==> config.mk <==
export PLATFORM = sky130hd
export DESIGN_NAME = seq_stage_controller_flat
export DESIGN_NICKNAME = d
export VERILOG_FILES = /design/src/rtl/seq_stage_controller_if.sv /design/src/rtl/seq_stage_controller.sv /design/src/flat_wrapper.sv
export SDC_FILE = /design/constraint.sdc
export NUM_CORES = 1
export LEC_CHECK = 0
export BUFFER_PORTS_ARGS = -buffer_cell sky130_fd_sc_hd__buf_2
export CAP_MARGIN = 10
export CORE_UTILIZATION = 34
export DETAILED_ROUTE_END_ITERATION = 7
export MAX_ROUTING_LAYER = met4
export SYNTH_ARGS = -nofsm -noshare
export SYNTH_HDL_FRONTEND = slang
export SYNTH_SLANG_ARGS = --single-unit
export TNS_END_PERCENT = 1
==> constraint.sdc <==
create_clock -name clk -period 1.9 [get_ports clk]
set_clock_uncertainty 0.2 [all_clocks]
set_input_delay 0.285 -clock clk [delete_from_list [all_inputs] [get_ports clk]]
set_output_delay 0.285 -clock clk [all_outputs]
set_load 0.05 [all_outputs]
==> src/rtl/seq_stage_controller_if.sv <==
// Handshake bundle between the SEQ stage sequencer and the datapath.
// The master side is the sequencer; the slave side is the datapath or a bench.
interface seq_stage_controller_if #(
    parameter int CNT_W = 32
);
    logic             start;
    logic [3:0]       icode;
    logic             imem_error;
    logic             dmem_error;
    logic [2:0]       cc_in;

    logic             fetch_en;
    logic             decode_en;
    logic             execute_en;
    logic             memory_en;
    logic             writeback_en;
    logic             pc_en;
    logic [3:0]       icode_q;
    logic [2:0]       cc_q;
    logic [2:0]       stat;
    logic             running;
    logic [CNT_W-1:0] retired;

    modport master (
        input  start, icode, imem_error, dmem_error, cc_in,
        output fetch_en, decode_en, execute_en, memory_en, writeback_en, pc_en,
               icode_q, cc_q, stat, running, retired
    );

    modport slave (
        output start, icode, imem_error, dmem_error, cc_in,
        input  fetch_en, decode_en, execute_en, memory_en, writeback_en, pc_en,
               icode_q, cc_q, stat, running, retired
    );
endinterface

==> src/rtl/seq_stage_controller.sv <==
// Multi-cycle SEQ Y86-64 sequencer: one stage enable per clock, owns the
// condition codes, processor status and the retired-instruction counter.
module seq_stage_controller #(
    parameter logic [2:0] CC_RESET = 3'b001,
    parameter int         CNT_W    = 32
) (
    input  logic                   clk,
    input  logic                   reset,
    seq_stage_controller_if.master bus
);
    typedef enum logic [2:0] {
        S_IDLE,
        S_FETCH,
        S_DECODE,
        S_EXECUTE,
        S_MEMORY,
        S_WRITEBACK,
        S_PCUPD,
        S_HALTED
    } state_t;

    localparam logic [2:0] STAT_AOK = 3'd1;
    localparam logic [2:0] STAT_HLT = 3'd2;
    localparam logic [2:0] STAT_ADR = 3'd3;
    localparam logic [2:0] STAT_INS = 3'd4;

    localparam logic [3:0] ICODE_HALT = 4'h0;
    localparam logic [3:0] ICODE_OPQ  = 4'h6;
    localparam logic [3:0] ICODE_MAX  = 4'hB;

    localparam logic [CNT_W-1:0] CNT_ONE = {{(CNT_W-1){1'b0}}, 1'b1};

    state_t           state_q, state_d;
    logic [5:0]       en_q, en_d;
    logic             running_q, running_d;
    logic [3:0]       icode_q, icode_d;
    logic [2:0]       cc_q, cc_d;
    logic [2:0]       stat_q, stat_d;
    logic [CNT_W-1:0] retired_q, retired_d;

    always_comb begin
        state_d   = state_q;
        icode_d   = icode_q;
        cc_d      = cc_q;
        stat_d    = stat_q;
        retired_d = retired_q;

        case (state_q)
            S_IDLE, S_HALTED: begin
                if (bus.start) begin
                    state_d = S_FETCH;
                    stat_d  = STAT_AOK;
                end
            end
            S_FETCH: begin
                icode_d = bus.icode;
                // Address error outranks an invalid opcode, which outranks halt.
                if (bus.imem_error) begin
                    state_d = S_HALTED;
                    stat_d  = STAT_ADR;
                end else if (bus.icode > ICODE_MAX) begin
                    state_d = S_HALTED;
                    stat_d  = STAT_INS;
                end else if (bus.icode == ICODE_HALT) begin
                    state_d   = S_HALTED;
                    stat_d    = STAT_HLT;
                    retired_d = retired_q + CNT_ONE;
                end else begin
                    state_d = S_DECODE;
                end
            end
            S_DECODE: state_d = S_EXECUTE;
            S_EXECUTE: begin
                state_d = S_MEMORY;
                if (icode_q == ICODE_OPQ) begin
                    cc_d = bus.cc_in;
                end
            end
            S_MEMORY: begin
                if (bus.dmem_error) begin
                    state_d = S_HALTED;
                    stat_d  = STAT_ADR;
                end else begin
                    state_d = S_WRITEBACK;
                end
            end
            S_WRITEBACK: state_d = S_PCUPD;
            S_PCUPD: begin
                state_d   = S_FETCH;
                retired_d = retired_q + CNT_ONE;
            end
            default: state_d = S_IDLE;
        endcase

        // Enables are decoded from the next state so they come out of flops.
        en_d = 6'b000000;
        case (state_d)
            S_FETCH:     en_d = 6'b000001;
            S_DECODE:    en_d = 6'b000010;
            S_EXECUTE:   en_d = 6'b000100;
            S_MEMORY:    en_d = 6'b001000;
            S_WRITEBACK: en_d = 6'b010000;
            S_PCUPD:     en_d = 6'b100000;
            default:     en_d = 6'b000000;
        endcase
        running_d = |en_d;
    end

    always_ff @(posedge clk or posedge reset) begin
        if (reset) begin
            state_q   <= S_IDLE;
            en_q      <= 6'b000000;
            running_q <= 1'b0;
            icode_q   <= 4'h0;
            cc_q      <= CC_RESET;
            stat_q    <= STAT_AOK;
            retired_q <= '0;
        end else begin
            state_q   <= state_d;
            en_q      <= en_d;
            running_q <= running_d;
            icode_q   <= icode_d;
            cc_q      <= cc_d;
            stat_q    <= stat_d;
            retired_q <= retired_d;
        end
    end

    assign bus.fetch_en     = en_q[0];
    assign bus.decode_en    = en_q[1];
    assign bus.execute_en   = en_q[2];
    assign bus.memory_en    = en_q[3];
    assign bus.writeback_en = en_q[4];
    assign bus.pc_en        = en_q[5];
    assign bus.running      = running_q;
    assign bus.icode_q      = icode_q;
    assign bus.cc_q         = cc_q;
    assign bus.stat         = stat_q;
    assign bus.retired      = retired_q;
endmodule

==> src/flat_wrapper.sv <==
// flat-port wrapper written by rule: the top's interface ports become plain ports
module seq_stage_controller_flat 
#(
    parameter logic [2:0] CC_RESET = 3'b001,
    parameter int         CNT_W    = 32
)
  (clk, reset, bus_start, bus_icode, bus_imem_error, bus_dmem_error, bus_cc_in, bus_fetch_en, bus_decode_en, bus_execute_en, bus_memory_en, bus_writeback_en, bus_pc_en, bus_icode_q, bus_cc_q, bus_stat, bus_running, bus_retired);
  seq_stage_controller_if #(.CNT_W(CNT_W)) bus_i ();
  input  logic clk;
  input  logic reset;
  input wire logic [$bits(bus_i.start)-1:0] bus_start;
  input wire logic [$bits(bus_i.icode)-1:0] bus_icode;
  input wire logic [$bits(bus_i.imem_error)-1:0] bus_imem_error;
  input wire logic [$bits(bus_i.dmem_error)-1:0] bus_dmem_error;
  input wire logic [$bits(bus_i.cc_in)-1:0] bus_cc_in;
  output wire logic [$bits(bus_i.fetch_en)-1:0] bus_fetch_en;
  output wire logic [$bits(bus_i.decode_en)-1:0] bus_decode_en;
  output wire logic [$bits(bus_i.execute_en)-1:0] bus_execute_en;
  output wire logic [$bits(bus_i.memory_en)-1:0] bus_memory_en;
  output wire logic [$bits(bus_i.writeback_en)-1:0] bus_writeback_en;
  output wire logic [$bits(bus_i.pc_en)-1:0] bus_pc_en;
  output wire logic [$bits(bus_i.icode_q)-1:0] bus_icode_q;
  output wire logic [$bits(bus_i.cc_q)-1:0] bus_cc_q;
  output wire logic [$bits(bus_i.stat)-1:0] bus_stat;
  output wire logic [$bits(bus_i.running)-1:0] bus_running;
  output wire logic [$bits(bus_i.retired)-1:0] bus_retired;
  assign bus_i.start = bus_start;
  assign bus_i.icode = bus_icode;
  assign bus_i.imem_error = bus_imem_error;
  assign bus_i.dmem_error = bus_dmem_error;
  assign bus_i.cc_in = bus_cc_in;
  assign bus_fetch_en = bus_i.fetch_en;
  assign bus_decode_en = bus_i.decode_en;
  assign bus_execute_en = bus_i.execute_en;
  assign bus_memory_en = bus_i.memory_en;
  assign bus_writeback_en = bus_i.writeback_en;
  assign bus_pc_en = bus_i.pc_en;
  assign bus_icode_q = bus_i.icode_q;
  assign bus_cc_q = bus_i.cc_q;
  assign bus_stat = bus_i.stat;
  assign bus_running = bus_i.running;
  assign bus_retired = bus_i.retired;
  seq_stage_controller #(.CC_RESET(CC_RESET), .CNT_W(CNT_W)) u_core (.clk(clk), .reset(reset), .bus(bus_i));
endmodule
---- Word-level counts from Yosys, hierarchy flattened ----
Index checks and enable logic that the tools add are counted.
word-level totals
  register bits ........................... 52
  input bits .............................. 12
  output and inout port bits .............. 49
  logic and storage cells ................. 55
cells by class
  add/sub/neg operators ................... 1
  order comparisons ....................... 1
  equality and inequality tests ........... 20
  multiplexer cells ....................... 17
  reductions and logical operators ........ 9
operator list
  operator                                                                count
  32-bit 2-to-1 mux                                                       3
  32-bit one-hot mux with 2 select lines                                  1
  6-bit one-hot mux with 6 select lines                                   1
  32-bit by 1-bit adder with 32-bit output (second input constant)        1
  3-bit 2-to-1 mux                                                        9
  3-bit equality test (second input constant)                             7
  3-bit one-hot mux with 7 select lines                                   1
  3-bit by 2-bit equality test with 1-bit output (second input constant)  4
  3-bit one-hot mux with 3 select lines                                   1
  2-bit != test (second input constant)                                   4
  4-bit AND reduction                                                     2
  3-bit by 1-bit equality test with 1-bit output (second input constant)  2
  6-bit OR reduction                                                      1
  4-bit by 3-bit equality test with 1-bit output (second input constant)  1
  4-bit > comparator (second input constant)                              1
  4-bit logical NOT                                                       1
  4-bit by 2-bit != test with 1-bit output (second input constant)        1
  3-bit logical NOT                                                       1
  3-bit nonzero test                                                      1
  2-bit 2-to-1 mux                                                        1
  2-bit by 1-bit != test with 1-bit output (second input constant)        1
  2-bit AND reduction                                                     1
  2-bit nonzero test                                                      1
  2-bit OR reduction                                                      1

---- Logic depth before layout (Yosys ltp) ----
  depth after elaboration ................. 8
  mapped depth ............................ 7
  mapped depth without buffers ............ 5

---- Worst setup path before layout ----
No wires, ideal clock.
  path kind ............................... reg2reg
  start point ............................. register u_core.retired_q[4] (netlist: u_core.bus.retired[4])
  end point ............................... register u_core.retired_q[28] (netlist: u_core.bus.retired[28])
  library setup time ...................... 142 ps
  arrival time ............................ 2044 ps
  data required time ...................... 1558 ps
  setup slack ............................. -486 ps
  cell stages (with the launch flop) ...... 6
  buffers on the path ..................... 0
  period minus slack after synthesis ...... 2386 ps
  cell sequence ........................... dfrtp_1 -> nand4_2 -> nor3_1 -> nor4b_4 -> nand3_2 -> xnor2_1
on the way
  word-level cells in the longest chain between the ends .. 5
ends and longest elaborated chain
  what                                        line                                                    RTL
  start: declaration                          seq_stage_controller.sv:39                              logic [CNT_W-1:0] retired_q, retired_d;
  start signal: assignment                    seq_stage_controller.sv:125                             retired_q <= retired_d;
  32-bit by 1-bit adder with 32-bit output *  seq_stage_controller.sv:67, seq_stage_controller.sv:90
  32-bit 2-to-1 mux                           seq_stage_controller.sv:64                              end else if (bus.icode == ICODE_HALT) begin
  32-bit 2-to-1 mux                           seq_stage_controller.sv:61                              end else if (bus.icode > ICODE_MAX) begin
  32-bit 2-to-1 mux                           seq_stage_controller.sv:58                              if (bus.imem_error) begin
  32-bit one-hot mux with 2 select lines *    seq_stage_controller.sv:48                              case (state_q)
Mark *: on every way between the ends. The rest lies on a longest branch, timed or not. The select of a mux whose other input is x is not followed.
A chain may end at the register's enable or synchronous reset.

---- Worst setup path in the final report ----
  start point ............................. register u_core.state_q[1]
  end point ............................... register u_core.retired_q[1] (netlist: u_core.bus.retired[1])
on the way
  word-level cells in the longest chain between the ends .. 3
  elaborated cells on any way between the ends .. 8
  those cells by class .................... 5 x eq/ne; 1 x mux; 2 x reduce/logical
ends and longest elaborated chain
  what                                                                                   line                         RTL
  start: declaration                                                                     seq_stage_controller.sv:33   state_t state_q, state_d;
  start signal: assignment                                                               seq_stage_controller.sv:119  state_q <= state_d;
  3-bit by 1-bit equality test with 1-bit output or 3-bit equality test (tied branches)  seq_stage_controller.sv:48
  2-bit != test (no line), or another cell as far along                                  --
  4-bit AND reduction (no line)                                                          --
Parallel ways exist; a longest one is shown, timed or not.

==> impl_metrics.ini <==
[timing]
fmax_mhz = 489.1
min_period_over_period = 1.076
worstMarginPinSlew_ns = 0.4184
fin_ws_ns = -0.1445
hold_viol = 0
slew_violations = 0
tns_ns = -0.9640
max_slew_margin = 0.7211
rsz0062_at_grt = yes
period_needed_ns = 2.045
final-setup-viol-count = 19

[detailed_routing]
drt_iter0_drc = 47
dr.pass1.iters = 4
detail_route.wl_per_cell_um = 12.40
drc_errors = 0
vias = 1915
wirelength_mm = 5.122
vias_per_cell = 4.637
antenna_left = 0

[status]
failed_checks = setup timing
outcome = complete, but fails checks

[yosys]
synth_area_um2 = 2390
avgSynthCellArea_um2 = 11.33
synthCells = 211
yosysMostFrequentCell = dfrtp_1
synth.distinct_cells = 38
ys_warn_count = 0
synth_top_cells_by_area = dfrtp_1 (52%), xnor2_1 (9.2%), nand2_1 (3.9%)
async_flop_share = 1.000
ys_seq_area_frac = 0.5455
synth-edff-count = 0
ys_ff_latch = 52
synth_top_area_frac = 0.5236
syn_nets = 224
yosysTopAreaCell = dfrtp_1
ys_top_cells_by_count = dfrtp_1 (50), nand2_1 (25), xnor2_1 (25)
ys.flop_type = dfrtp_1

[power_and_ir_drop]
p_switching_mw = 1.864
p_seq_frac = 0.362
intPower_mw = 2.323
leakagePower_nw = 1.630
powerDensity_nw_per_um2 = 1263
sw_frac_of_total = 0.4452
clkPwrFrac = 0.160
vdd_ir_drop_max_mv = 0.6525
p_comb_frac = 0.479

[finish]
layout.nets = 329
area_growth_pct = 38.80
regArea_um2 = 1325
stdcell_count = 413
layout-drive-gt1-share = 0.4795
multiInputGateArea_um2 = 1124
postLayoutCellArea_um2 = 3317
antennaDiodeCount = 0
n_fill_cell = 646

[clock_network]
cts_max_level = 2
clkTransAtPathRegs_ns = 0.10
clk_latency_ns = 0.31
clk_path_buf_depth = 2
cts_tree = done
cts_buffers = 5
root_buffer = clkbuf_8
cts_sinks = 52

[min_path]
hp-class = in -> reg

[die]
start_util = 0.3517
die_w_um = 85.84
dieHeight_um = 85.84
coreArea_um2 = 6794
io_pins = 61
core.rowCount = 30
die_area_um2 = 7368

[grt]
grt.total_usage = 0.1537
antenna_found_initial = 0
grt_pass1_wl_mm = 8.576
grt_start_max_net_pins = 23
overflow = 0
grt_pass1_vias = 1831

[placement]
io_buffers = 60
place_congestion = 0.7962
dp_hpwl_mm = 3.824
placed_cell_area_um2 = 3074
place_inst = 396

[setup_path]
cpMaxStageDelayCell = dfrtp_1
critPathKind = reg -> reg
path_max_fanout = 7
end_kind = register
critPathLaunchType = register
critPathMaxStageDelay_ns = 0.43
path_cells = or3b_4 -> o22ai_4 -> buf_4 -> mux2_2
worstPathRequired_ns = 1.89
cp.arrival_ns = 2.04

[job]
cap_violations = 0
layout by cell type (no fill, tap or decap), types with 2 or more instances in the layout:
master / Yosys / final
xnor2_1: 25 / 24
buf_6: 2 / 2
mux2_2: 4 / 4
nand2b_1: 2 / 2
nor3_1: 5 / 3
dfstp_2: 2 / 2
o21a_1: 2 / 2
o21ai_0: 11 / 9
a21oi_1: 5 / 5
nand3_2: 3 / 4
xor2_1: 6 / 6
nand4_1: 7 / 7
buf_2: 0 / 60
nor4_4: 1 / 2
nand2_1: 25 / 22
clkbuf_8: 0 / 6
nor4b_4: 3 / 3
nand2_2: 0 / 3
nor2_1: 12 / 11
buf_4: 0 / 36
and3_1: 2 / 2
nand3_1: 14 / 13
dfrtp_1: 50 / 33
dlygate4sd3_1: 0 / 5
inv_1: 3 / 2
o21ai_1: 0 / 2
dfrtp_2: 0 / 17
and4_1: 4 / 4
path summary, 6_finish.rpt:
check	from	to	cells past startpoint	slack, ns
max	u_core.state_q[1]	u_core.bus.retired[1]	4	-0.14
min	bus_start	u_core.en_q[0]	2	0.06
max reg2reg	u_core.state_q[1]	u_core.bus.retired[1]	4	-0.14
min reg2reg	u_core.bus.retired[31]	u_core.bus.retired[31]	1	0.26
max in group asynchronous	reset	u_core.bus.stat[0]	4	0.64
min in group asynchronous	reset	u_core.bus.running	3	0.25
power by group through the flow:
| stage | sequential [mW] | clock (mW) | combinational [mW] |
|---|---|---|---|
| global placement | 1.52 | 0 | 1.92 |
| CTS | 1.52 | 0.698 | 1.97 |
| detailed placement | 1.54 | 0 | 1.93 |
| floorplan | 2.21 | 0 | 0.710 |
| global route | 1.55 | 0.744 | 2.15 |
| finish | 1.51 | 0.668 | 2.01 |
through the flow:
step / utilization / setup slack [ns] / power [mW] / hold WS [ns]
after floorplan: - / -0.1407 / 2.917 / 0.1507
after global placement: 0.4525 / -0.1674 / 3.439 / 0.03139
after detailed placement: 0.4525 / -0.2180 / 3.466 / 0.03615
after CTS: 0.4810 / -0.09249 / 4.186 / 0.04988
after global routing: 0.4882 / -0.2137 / 4.441 / 0.05889
final: 0.4882 / -0.1445 / 4.188 / 0.06157
critical path: cells and delay by family, from the launching register on:
| family | cells | cell delay [ns] |
|---|---|---|
| buf+inv | 1 | 0.19 |
| simple gates | 1 | 0.43 |
| compound gates | 1 | 0.36 |
| mux | 1 | 0.32 |
| flops | 1 | 0.43 |
metal layers:
| layer | up-vias | GRT usage | wire (µm) |
|---|---|---|---|
| li1 | 951 | - | - |
| met1 | 919 | 0.1958 | 2452 |
| met2 | 41 | 0.2444 | 2423 |
| met3 | 4 | 0.04235 | 206 |
| met4 | 0 | 0.03636 | 40 |
| met5 | - | - | 0 |
cell families after synthesis:
family | share of synthesized area
xor+xnor | 0.1136
simple gates | 0.2382
fa+ha+maj | 0.005235
compound gates | 0.05968
mux | 0.01885
flops | 0.5455
buf+inv | 0.01885
layout make-up:
cell class	instances	area share
clock buffers	7	0.02603
well taps	96	0.03621
repair buffers	103	0.1939
clock inverters	1	0.002263
multi-input cells	151	0.3387
inverters	3	0.003395
flip-flops and latches	52	0.3995
state kept, by name (all words and copies together) (netlist names):
name,count
u_core.bus.running,1
u_core.bus.retired,32
u_core.state_q,3
u_core.bus.stat,3
u_core.bus.icode_q,4
u_core.bus.cc_q,3
u_core.en_q,6
repair_timing:
action                     CTS  global route
hold endpoints to repair    14             0
setup buffers                3             1
hold buffers                 5             0
resized for setup            7            11
pin swaps                   12             8
setup endpoints to repair   36            37
Note: power is estimated with default switching activity, not from simulation.
